File: src/rtl/ata_pio_timing.sv
// ata_pio_timing: ATA PIO read/write strobe sequencer with IORDY wait states for a 68040 bus.
module ata_pio_timing (
    input  logic       CLK40,
    input  logic       RESET,
    input  logic       TSn,
    input  logic       ATA_ENn,
    input  logic       RnW,
    input  logic [2:0] PIO_MODE,
    input  logic       IORDY,
    output logic       DIORn,
    output logic       DIOWn,
    output logic       ATA_TACKn,
    output logic       BUSY,
    output logic       TIMEOUT
);
    typedef enum logic [1:0] {IDLE, SETUP, ACTIVE, RECOVER} state_t;
    state_t      r_state;
    logic [4:0]  r_cnt;
    logic [4:0]  r_act;
    logic [4:0]  r_rec;
    logic [7:0]  r_wcnt;
    logic        r_ext;
    logic        r_pend;
    logic        r_prnw;
    logic        r_rnw;
    logic [2:0]  r_pmode;
    logic [1:0]  r_sync;
    logic        w_req;
    logic        w_iordy;
    logic        w_nrnw;
    logic [2:0]  w_nmode;
    logic [14:0] w_ntim;

    // {setup-1, active-1, recovery-1} in CLK40 clocks
    function automatic logic [14:0] f_tim(input logic [2:0] m);
        case (m)
            3'd1:    return {5'd1, 5'd5, 5'd7};
            3'd2:    return {5'd1, 5'd3, 5'd4};
            3'd3:    return {5'd1, 5'd2, 5'd2};
            3'd4:    return {5'd0, 5'd2, 5'd0};
            default: return {5'd2, 5'd6, 5'd13};
        endcase
    endfunction

    function automatic logic [2:0] f_dec(input logic [2:0] m);
        return (m > 3'd4) ? 3'd0 : m;
    endfunction

    assign w_req   = ~TSn & ~ATA_ENn;
    assign w_iordy = r_sync[1];
    assign w_nmode = r_pend ? r_pmode : f_dec(PIO_MODE);
    assign w_nrnw  = r_pend ? r_prnw : RnW;
    assign w_ntim  = f_tim(w_nmode);

    always_ff @(posedge CLK40 or posedge RESET) begin
        if (RESET) begin
            r_state   <= IDLE;
            r_cnt     <= '0;
            r_act     <= '0;
            r_rec     <= '0;
            r_wcnt    <= '0;
            r_ext     <= 1'b0;
            r_pend    <= 1'b0;
            r_prnw    <= 1'b0;
            r_rnw     <= 1'b0;
            r_pmode   <= '0;
            r_sync    <= '0;
            DIORn     <= 1'b1;
            DIOWn     <= 1'b1;
            ATA_TACKn <= 1'b1;
            BUSY      <= 1'b0;
            TIMEOUT   <= 1'b0;
        end else begin
            r_sync    <= {r_sync[0], IORDY};
            ATA_TACKn <= 1'b1;
            if (w_req && r_state != IDLE && !r_pend && !(r_state == RECOVER && r_cnt == 5'd0)) begin
                r_pend  <= 1'b1;
                r_pmode <= f_dec(PIO_MODE);
                r_prnw  <= RnW;
            end
            case (r_state)
                IDLE, RECOVER: begin
                    if (r_state == RECOVER && r_cnt != 5'd0)
                        r_cnt <= r_cnt - 5'd1;
                    else if (w_req || r_pend) begin
                        r_state <= SETUP;
                        BUSY    <= 1'b1;
                        r_rnw   <= w_nrnw;
                        r_cnt   <= w_ntim[14:10];
                        r_act   <= w_ntim[9:5];
                        r_rec   <= w_ntim[4:0];
                        r_pend  <= 1'b0;
                    end else begin
                        r_state <= IDLE;
                        BUSY    <= 1'b0;
                    end
                end
                SETUP: begin
                    if (r_cnt == 5'd0) begin
                        r_state <= ACTIVE;
                        r_cnt   <= r_act;
                        DIORn   <= ~r_rnw;
                        DIOWn   <= r_rnw;
                    end else
                        r_cnt <= r_cnt - 5'd1;
                end
                ACTIVE: begin
                    if (r_cnt != 5'd0)
                        r_cnt <= r_cnt - 5'd1;
                    // first stalled clock only arms r_ext, so the cap lands 256 clocks later
                    else if (!w_iordy && !(r_ext && &r_wcnt)) begin
                        r_ext  <= 1'b1;
                        r_wcnt <= r_wcnt + {7'd0, r_ext};
                    end else begin
                        r_state   <= RECOVER;
                        r_cnt     <= r_rec;
                        DIORn     <= 1'b1;
                        DIOWn     <= 1'b1;
                        ATA_TACKn <= 1'b0;
                        r_ext     <= 1'b0;
                        r_wcnt    <= '0;
                        TIMEOUT   <= TIMEOUT | ~w_iordy;
                    end
                end
                default: ;
            endcase
        end
    end
endmodule

File: config.mk
export PLATFORM = sky130hd
export DESIGN_NAME = ata_pio_timing
export DESIGN_NICKNAME = d
export VERILOG_FILES = /design/src/rtl/ata_pio_timing.sv
export SDC_FILE = /design/constraint.sdc
export NUM_CORES = 1
export LEC_CHECK = 0
export CAP_MARGIN = 20
export CORE_MARGIN = 2
export CORE_UTILIZATION = 60
export CTS_CLUSTER_DIAMETER = 150
export DETAILED_ROUTE_END_ITERATION = 8
export GPL_ROUTABILITY_DRIVEN = 0
export PLACE_DENSITY = 0.84
export SYNTH_ARGS = -nofsm -noshare
export SYNTH_HDL_FRONTEND = slang
export SYNTH_SLANG_ARGS = --single-unit
export TNS_END_PERCENT = 100
File: constraint.sdc
create_clock -name CLK40 -period 4.35 [get_ports CLK40]
set_input_delay 1.305 -clock CLK40 [delete_from_list [all_inputs] [get_ports CLK40]]
set_output_delay 1.305 -clock CLK40 [all_outputs]
set_load 0.005 [all_outputs]
### After elaboration in Yosys (flattened, before gate mapping)

Index checks and enable logic that the tools add are counted.

| word-level totals | value |
|---|---|
| latch bits | 0 |
| register bits | 39 |
| memories kept | 0 |
| memory bits (read-only) | 0 |
| input port bits | 9 |
| memory bits (writable) | 0 |

| cells by class | value |
|---|---|
| add/sub/neg operators | 2 |
| magnitude comparators | 1 |
| $mul | 0 |
| equality and inequality tests | 13 |
| div/mod/pow operators | 0 |
| shift-type cells | 0 |
| bitwise logic cells | 9 |
| reduce and logical (&&, ||, !) cells | 26 |
| mux-type cells | 31 |

Operator list:

| cell | count |
|---|---|
| 12-bit case mux with 4 select lines | 1 |
| 5-bit 2-to-1 mux | 5 |
| 5-bit case mux with 3 select lines | 1 |
| 1-bit 2-to-1 mux | 14 |
| 8-bit by 1-bit adder with 8-bit output | 1 |
| 2-bit 2-to-1 mux | 4 |
| 8-bit 2-to-1 mux | 1 |
| 2-bit inequality test, second input constant | 4 |
| 4-bit AND reduction | 2 |
| 8-bit AND reduction | 1 |
| 1-bit logical AND | 7 |
| 1-bit NOT | 7 |
| 3-bit by 2-bit == test with 1-bit output, second input constant | 2 |
| 3-bit 2-to-1 mux | 2 |
| 3-bit inequality test, second input constant | 2 |
| 2-bit case mux with 3 select lines | 1 |
| 2-bit AND reduction | 3 |
| 3-bit AND reduction | 2 |
| 5-bit logical NOT | 1 |
| 5-bit nonzero test | 1 |
| 5-bit by 1-bit subtractor with 5-bit output, second input constant | 1 |
| 2-bit == test, second input constant | 2 |
| 1-bit logical NOT | 4 |
| 1-bit case mux with 2 select lines | 2 |
| other kinds (10) | 11 |

### Depth between registers and ports, before layout

Gate-level depths: netlist of the first run.

| depth | value |
|---|---|
| depth in word-level cells | 9 |
| mapped depth | 8 |
| gate-level depth less buffers | 7 |

### Worst setup path after synthesis of the first run

Ideal clock, no wire load.

| path | value |
|---|---|
| path kind | input to register |
| start | in ATA_ENn |
| end | reg r_prnw |
| slack | 1.955 ns |
| data arrival time | 2.270 ns |
| stages on the path | 3 |
| cell sequence | nor4_1 -> a21boi_1 -> mux2_2 |

| between the ends | value |
|---|---|
| longest elaborated chain between the ends | 5 |

RTL lines:

| item | line | RTL |
|---|---|---|
| start: declaration | 6 | `input logic ATA_ENn,` |
| 1-bit NOT | 49 | `assign w_req = ~TSn & ~ATA_ENn;` |
| 1-bit bitwise AND | 49 |  |
| 1-bit logical AND (3 in series) | 76 | `if (w_req && r_state != IDLE && !r_pend && !(r_state == RECOVER && r_cnt == 5'd0)) begin` |
| end signal: assignment | 79 | `r_prnw <= RnW;` |
| end: declaration | 24 | `logic r_prnw;` |

Every way passes these cells.
A chain may end at the register's enable or synchronous reset.

### Final worst setup path of the first run

| path | value |
|---|---|
| start | in ATA_ENn |
| end | reg r_rec[3] |

| between the ends | value |
|---|---|
| longest elaborated chain between the ends | 4 |

RTL lines:

| item | line | RTL |
|---|---|---|
| 1-bit NOT | 49 |  |
| 1-bit bitwise AND | 49 |  |
| 1-bit logical OR | 85 | `else if (w_req \|\| r_pend) begin` |
| 3-bit AND reduction (no source line) | -- |  |
| end signal: assignment | 91 | `r_rec <= w_ntim[4:0];` |
| end: declaration | 20 | `logic [4:0] r_rec;` |

Every way passes these cells.

==> impl_summary.log, run 1 <==
INFO  metric io_pins = 14
INFO  metric flow.area_growth_from_synthesis = 10.50%
INFO  metric critPathCapture = r_rec[3]
INFO  metric post_detailed_route_drc_marker_count = 0
INFO  metric detail_route.first_pass.iterations = 4
INFO  metric critical_path.reg2reg.endpoint = r_rec[3]
INFO  metric filler_cell_count = 242
INFO  metric crit_path_cell_trace = clkdlybuf4s50_1 > o21bai_1 > and2_1 > mux2_2
INFO  metric cts.clk_slew.worst_paths = 110 ps
INFO  metric fin_cells = 268
INFO  metric cts_setup_buffers = 0
INFO  metric detail-route-antenna-nets = 0
INFO  metric route.detailed.vias_per_inst = 6.246
INFO  metric synth_enable_flop_cells = 0
INFO  metric power.internal = 0.0008446 W
INFO  metric cell_type_group_with_the_largest_total_delay_on_the_critical_path = simple AND/OR/NAND/NOR gates
INFO  metric grt_use_total = 25.18%
INFO  metric report.final.slew_viol_count = 0
INFO  metric worst_reg2reg_path_depth = 6
INFO  metric period_needed = 2689 ps
INFO  metric worstPathArrival = 2920 ps
INFO  metric wire_length_of_the_first_global_routing_pass = 7058 um
INFO  metric library_cell_used_as_clock_root_buffer = clkbuf_4
INFO  metric report.final.hold_viol_count = 0
INFO  metric timing.hold.worst.start = r_sync[0]
INFO  metric cp-start-kind = primary input
INFO  metric synth_async_sr_flop_share = 100.0%
INFO  metric fin_worst_skew = 10.64 ps
INFO  metric number_of_antenna_violations_at_the_first_check_in_global_routing = 0
INFO  metric finalSetupTns = 0 ps
INFO  metric placeableCoreArea = 0.003103 mm2
INFO  metric power.total = 0.001486 W
INFO  metric layout_worst_path_cycle_share = 61.81%
INFO  metric maxClockFrequency = 371.9 MHz
INFO  metric worst-slew-pin-transition = 659.2 ps
INFO  metric worst-setup-path-type = in -> reg
INFO  metric timing.critical_path.from = ATA_ENn
INFO  metric reg2reg_slack = 1810 ps
INFO  metric clock_path_buffers = 2
INFO  metric power.ir.vdd_worst = 0.4639 mV
INFO  metric worst_path_max_delay_cell = and2_1
INFO  metric netSwitchingFraction = 43.17%
INFO  metric first_iter_violations = 97
INFO  metric setup_repair_after_global_routing_missed_its_margin = no
INFO  metric fp.dieW = 61.60 um
INFO  metric initial_utilization = 64.15%
INFO  metric layout.cells.most_common_list = 32 x dfrtp_1, 21 x nor2_1, 19 x o21ai_0, 18 x nand2_1, 16 x a21oi_1
INFO  metric post-dp-hpwl = 3057 um
INFO  metric post_cts.resized_instances = 0
INFO  metric endpoint_kind = flip-flop
INFO  metric die-area = 0.003795 mm2
INFO  metric number_of_warning_messages_in_the_yosys_log = 0
INFO  metric p_switching = 0.0006417 W
INFO  metric timing.max_slew.rel_slack = 56.01%
INFO  metric p_leak = 0.9237 nW
INFO  metric place.port_buffers = 13
INFO  metric comb_power_share = 51.8%
INFO  metric power.sequential.fraction = 36.3%
INFO  metric crit-reg2reg-launch = r_cnt[0]
INFO  metric result_of_the_run = completed
INFO  metric final_common_cell = dfrtp_1
INFO  metric hp-class = reg -> reg
INFO  metric tritoncts = done
INFO  metric cts-buffers-inserted = 5
INFO  metric crit_cells = 4
INFO  metric postSynthAreaPerCell = 9.525 um2
INFO  metric clock_latency = 340 ps
INFO  metric crit_buf_inv = 1
INFO  metric cts.htree.levels = 2
INFO  metric ratio_of_cells_with_drive_above_1_in_the_final_layout = 10.27%
INFO  metric n_antenna_cell = 0
INFO  metric synth.distinct_cells = 50
INFO  metric cts_hold_buf = 0
INFO  metric routed_wire_length_per_instance = 15.39 um
INFO  metric clock-sinks = 35
INFO  metric power.density = 675.7 mW/mm2
INFO  metric synth_seq_area_share = 44.19%
INFO  metric num_rows = 20
INFO  metric maxcap_viol_count = 0
INFO  metric finish.net_count = 240
INFO  metric crit_path_max_fanout = 13
INFO  metric congestion_overflow_gr = 0
INFO  metric grt_max_degree = 19
INFO  metric max_stage_delay = 450 ps
INFO  metric hold_depth = 0
INFO  metric synth-main-ff-cell = dfrtp_1
INFO  metric fin_worst_hold_slack = 368.1 ps
INFO  metric post-route-util = 70.89%
INFO  metric syn-num-nets = 226
INFO  metric die_span_in_y = 61.60 um
INFO  metric finalSetupViolCount = 0
INFO  metric cp.required = 4580 ps
INFO  metric synth-seq-cells = 35
INFO  metric finalWirelength = 4125 um
INFO  metric number_of_placed_instances_taps_included = 260
INFO  metric clockPowerShare = 11.9%
INFO  metric grt_pass1_vias = 1586
INFO  metric route.vias.total = 1674
INFO  metric synth_area = 0.001991 mm2
INFO  metric synthesized_instance_count = 209
[synth_stat cells, drive strengths merged (2+ instances only)]
cell type	number	area (um2)
xnor2	5	43.79
o2bb2ai	2	17.52
inv	10	37.54
a211oi	4	35.03
o211ai	2	15.01
dfrtp	32	800.8
buf	4	30.02
o21bai	2	18.77
mux2i	7	70.07
o21ai	20	103.9
nor3	3	15.01
nand2	18	67.56
dfstp	3	78.83
nor2	21	78.83
mux2	5	56.30
nor2b	5	31.28
and3	3	18.77
o31ai	3	22.52
clkbuf	3	11.26
o32ai	2	17.52
o32a	2	20.02
ha	8	100.1
a21o	2	15.01
nand3	6	30.03
a21oi	16	80.08
a22o	2	17.52
[routing by layer]
layer | GRT usage, % | vias to the layer above | wire length (um)
met2 | 41.35 | 63 | 2030
met4 | 8.511 | 0 | 38
met5 | 0 | - | 0
met3 | 4.412 | 4 | 242
met1 | 33.83 | 815 | 1813
li1 | - | 792 | -
[power by group through the flow]
stage / clock network [W] / logic, W / registers, W
6_report: 0.000177 / 0.000771 / 0.000539
5_1_grt: 0.000196 / 0.000859 / 0.000551
4_1_cts: 0.000181 / 0.000766 / 0.000537
3_5_place_dp: 0 / 0.000758 / 0.000544
3_3_place_gp: 0 / 0.000725 / 0.000536
2_1_floorplan: 0 / 0.000605 / 0.000518
[layout make-up]
cell class	count	area [um2]	area share (%)
Multi-Input combinational cell	157	1032	46.93
Sequential cell	35	879.6	39.99
Timing Repair Buffer	14	137.6	6.257
Tap cell	44	55.05	2.503
Clock buffer	5	37.54	1.706
Inverter	10	37.54	1.706
Clock inverter	3	20.02	0.9101
[state kept, by name, summed over array words and instances, names as in the netlist]
name / flops
r_wcnt: 8
r_cnt: 5
r_rec: 4
r_pmode: 3
r_act: 2
r_state: 2
r_sync: 2
ATA_TACKn: 1
BUSY: 1
DIORn: 1
DIOWn: 1
TIMEOUT: 1
r_ext: 1
r_pend: 1
r_prnw: 1
r_rnw: 1
[metrics by stage]
stage / setup WS, ps / area (um2)
3_5_place_dp: 1320 / 2142
2_1_floorplan: 1955 / 1991
6_report: 1661 / 2200
5_1_grt: 1547 / 2200
3_3_place_gp: 1380 / 2142
4_1_cts: 1649 / 2200
[worst min-delay path by stage]
stage	to	slack, ps
floorplan	r_sync[1]	330
finish	r_sync[1]	370
CTS	r_sync[1]	370
detailed placement	r_sync[1]	340
global route	r_sync[1]	390
global placement	r_sync[1]	340
[cells by family after synthesis]
logic type | count (synthesis) | share of synthesized area [%]
mux | 12 | 6.348
buf+inv | 17 | 3.959
xor+xnor | 5 | 2.200
flops | 35 | 44.19
fa+ha+maj | 8 | 5.028
simple gates | 66 | 16.34
compound gates | 66 | 21.94
[worst reg2reg max path: stages, from the launching register on]
cell     delay [ps]
dfrtp_1         430
inv_1           130
ha_1            190
or4b_4          560
a21oi_1         300
and2_1          430
mux2_2          380
Power figures use the tool's default switching activity.
==> run 2, diff against run 1 <==
Settings changed: CORE_UTILIZATION 60 to 52, PLACE_DENSITY 0.84 to 0.78.
Clock period 4.35 ns to 2.3 ns, I/O delays scaled along.
==> run 2 against run 1 <==
  * Clock power rose to 3.2 times the previous value
  * Clock skew is 6.3 ps lower
  * Largest power group unchanged
  * Power up 110%
  * Hold slack got worse by 17 ps
  * Final cell count grew 4.5%
==> impl_summary.log, run 2 (synthesis results as in run 1) <==
INFO  metric clock_latency = 290 ps (was 340 ps)
INFO  metric crit-reg2reg-launch = r_cnt[0] (unchanged)
INFO  metric clock_path_buffers = 2 (unchanged)
INFO  metric io_pins = 14 (unchanged)
INFO  metric maxcap_viol_count = 0 (unchanged)
INFO  metric largest-register = r_wcnt (unchanged)
INFO  metric layout_worst_path_cycle_share = 92.61%
INFO  metric route.detailed.vias_per_inst = 5.832 (was 6.246)
INFO  metric number_of_flip_flops_in_the_largest_register = 8 (unchanged)
INFO  metric initial_utilization = 54.37% (was 64.15%)
INFO  metric cp-start-kind = flip-flop (was primary input)
INFO  metric die-area = 0.004339 mm2 (was 0.003795 mm2)
INFO  metric num_rows = 22 (was 20)
INFO  metric setup_repair_after_global_routing_missed_its_margin = no (unchanged)
INFO  metric number_of_placed_instances_taps_included = 272 (was 260)
INFO  metric clock-sinks = 35 (unchanged)
INFO  metric hp-class = reg -> reg (unchanged)
INFO  metric congestion_overflow_gr = 0 (unchanged)
INFO  metric power.density = 1339 mW/mm2 (was 675.7 mW/mm2)
INFO  metric report.final.slew_viol_count = 0 (unchanged)
INFO  metric grt_max_degree = 36 (was 19)
INFO  metric worst_reg2reg_path_depth = 7 (was 6)
INFO  metric finalSetupTns = 0 ps (unchanged)
INFO  metric worst-slew-pin-transition = 497.8 ps (was 659.2 ps)
INFO  metric power.internal = 0.001887 W (was 0.0008446 W)
INFO  metric n_antenna_cell = 0 (unchanged)
INFO  metric routed_wire_length_per_instance = 14.98 um (was 15.39 um)
INFO  metric placement.setup.worst_slack = 59.99 ps (was 1320 ps)
INFO  metric power.sequential.fraction = 33.0% (was 36.3%)
INFO  metric post-dp-hpwl = 2897 um (was 3057 um)
INFO  metric wire_length_of_the_first_global_routing_pass = 7113 um (was 7058 um)
INFO  metric ratio_of_cells_with_drive_above_1_in_the_final_layout = 13.79% (was 10.27%)
INFO  metric cp.required = 2480 ps (was 4580 ps)
INFO  metric flow.area_growth_from_synthesis = 16.97% (was 10.50%)
INFO  metric finalSetupViolCount = 0 (unchanged)
INFO  metric detail_route.first_pass.iterations = 4 (unchanged)
INFO  metric finish.instance_area = 0.002328 mm2 (was 0.002200 mm2)
INFO  metric cts-buffers-inserted = 5 (unchanged)
INFO  metric finish.net_count = 248 (was 240)
INFO  metric timing.critical_path.from = r_cnt[0] (was ATA_ENn)
INFO  metric post-route-util = 63.60% (was 70.89%)
INFO  metric route.vias.total = 1633 (was 1674)
INFO  metric library_cell_used_as_clock_root_buffer = clkbuf_8 (was clkbuf_4)
INFO  metric cts_setup_buffers = 0 (unchanged)
INFO  metric post_dp_cell_area = 0.002207 mm2 (was 0.002142 mm2)
INFO  metric finalWirelength = 4195 um (was 4125 um)
INFO  metric p_leak = 0.9987 nW (was 0.9237 nW)
INFO  metric layout.cells.most_common_list = 32 x dfrtp_1, 21 x nor2_1, 19 x o21ai_0, 18 x nand2_1, 15 x a21oi_1 (was 32 x dfrtp_1, 21 x nor2_1, 19 x o21ai_0, 18 x nand2_1, 16 x a21oi_1)
INFO  metric fin_cells = 280 (was 268)
INFO  metric number_of_antenna_violations_at_the_first_check_in_global_routing = 0 (unchanged)
INFO  metric tritoncts = done (unchanged)
INFO  metric first_iter_violations = 113 (was 97)
INFO  metric grt_pass1_vias = 1483 (was 1586)
INFO  metric crit_path_max_fanout = 12 (was 13)
INFO  metric detail-route-antenna-nets = 0 (unchanged)
INFO  metric clockPowerShare = 18.2% (was 11.9%)
INFO  metric timing.hold.worst.start = r_sync[0] (unchanged)
INFO  metric final_common_cell = dfrtp_1 (unchanged)
INFO  metric biggestRegsByFlops = r_wcnt (8), r_cnt (5), r_rec (4) (unchanged)
INFO  metric timing.max_slew.rel_slack = 66.81% (was 56.01%)
INFO  metric worstPathArrival = 2310 ps (was 2920 ps)
INFO  metric fp.dieW = 65.87 um (was 61.60 um)
INFO  metric place.port_buffers = 13 (unchanged)
INFO  metric fin_worst_skew = 4.385 ps (was 10.64 ps)
INFO  metric die_span_in_y = 65.87 um (was 61.60 um)
INFO  metric report.final.hold_viol_count = 0 (unchanged)
INFO  metric placeableCoreArea = 0.003661 mm2 (was 0.003103 mm2)
INFO  metric netSwitchingFraction = 39.49% (was 43.17%)
INFO  metric maxClockFrequency = 469.5 MHz
INFO  metric p_switching = 0.001232 W (was 0.0006417 W)
INFO  metric cts.clk_slew.worst_paths = 70 ps (was 110 ps)
INFO  metric result_of_the_run = completed (unchanged)
INFO  metric grt_use_total = 21.94% (was 25.18%)
INFO  metric post_detailed_route_drc_marker_count = 0 (unchanged)
INFO  metric endpoint_kind = flip-flop (unchanged)
INFO  metric power.ir.vdd_worst = 0.7533 mV (was 0.4639 mV)
INFO  metric period_needed = 2130 ps
INFO  metric worst-setup-path-type = reg -> reg (was in -> reg)
INFO  metric comb_power_share = 48.8% (was 51.8%)
INFO  metric hold_depth = 0 (unchanged)
INFO  metric cts_hold_buf = 0 (unchanged)
INFO  metric worst_setup_slack_after_layout = 169.9 ps (was 1661 ps)
INFO  metric cts.htree.levels = 2 (unchanged)
[run 2: cell count changes in the layout (fill, tap and decap cells not counted)]
cell	before	now
a21oi_1	16	15
buf_4	1	9
clkbuf_8	0	6
a21oi_2	0	1
bufinv_16	0	1
clkbuf_4	5	0
clkinvlp_4	2	0
[run 2: what timing repair did]
| item | 4_1_cts | 5_1_grt |
|---|---|---|
| endpoints found under the hold margin | 0 | 0 |
| gates resized for setup | 0 | 1 |
| setup endpoints to repair | 0 | 7 |
[run 2: final timing paths]
check / to / slack, ps
worst max register to register: r_cnt[3] / 170
min in group asynchronous: r_cnt[2] / 800
worst min-delay path: r_sync[1] / 350
max in group asynchronous: DIOWn / 1170
worst max-delay path: r_cnt[3] / 170
worst min register to register: r_sync[1] / 350
[run 2: final cells by class]
cell class              count  area (um2)
clock buffers               6       82.58
inverters                  10       37.54
multi-input cells         157        1036
clock inverters             2       35.03
flip-flops and latches     35       879.6
well taps                  48       60.06
repair buffers             22       197.7
fillers                   294        1333
[run 2: power groups by stage]
stage | Sequential, W | Clock (W) | Combinational [W]
final | 0.00103 | 0.000568 | 0.00152
after floorplan | 0.000979 | 0 | 0.00114
after global routing | 0.00106 | 0.000595 | 0.00168
after CTS | 0.00102 | 0.000579 | 0.00149
after detailed placement | 0.00103 | 0 | 0.00147
after global placement | 0.00103 | 0 | 0.00145
[run 2: per-layer routing]
metal	global-route usage [%]	vias to the layer above	share of wire [%]
met4	7.813	0	1.3
met1	31.12	775	47
met3	5.281	6	5.2
met5	0	-	0
li1	-	800	-
met2	32.83	52	46
[run 2: per-stage QoR]
step / hold WS, ps / power (W)
detailed placement: 344.9 / 0.002506
global route: 358.6 / 0.003334
floorplan: 331.2 / 0.002123
finish: 351.5 / 0.003119
global placement: 334.5 / 0.002472
CTS: 356.3 / 0.003095
[run 2: critical path, stage by stage (launching register included)]
cell       delay, ps
dfrtp_1          410
inv_1             90
ha_1             160
or4b_4           560
nand2_1          280
mux2i_1          120
mux2_2           280
o2bb2ai_1        120
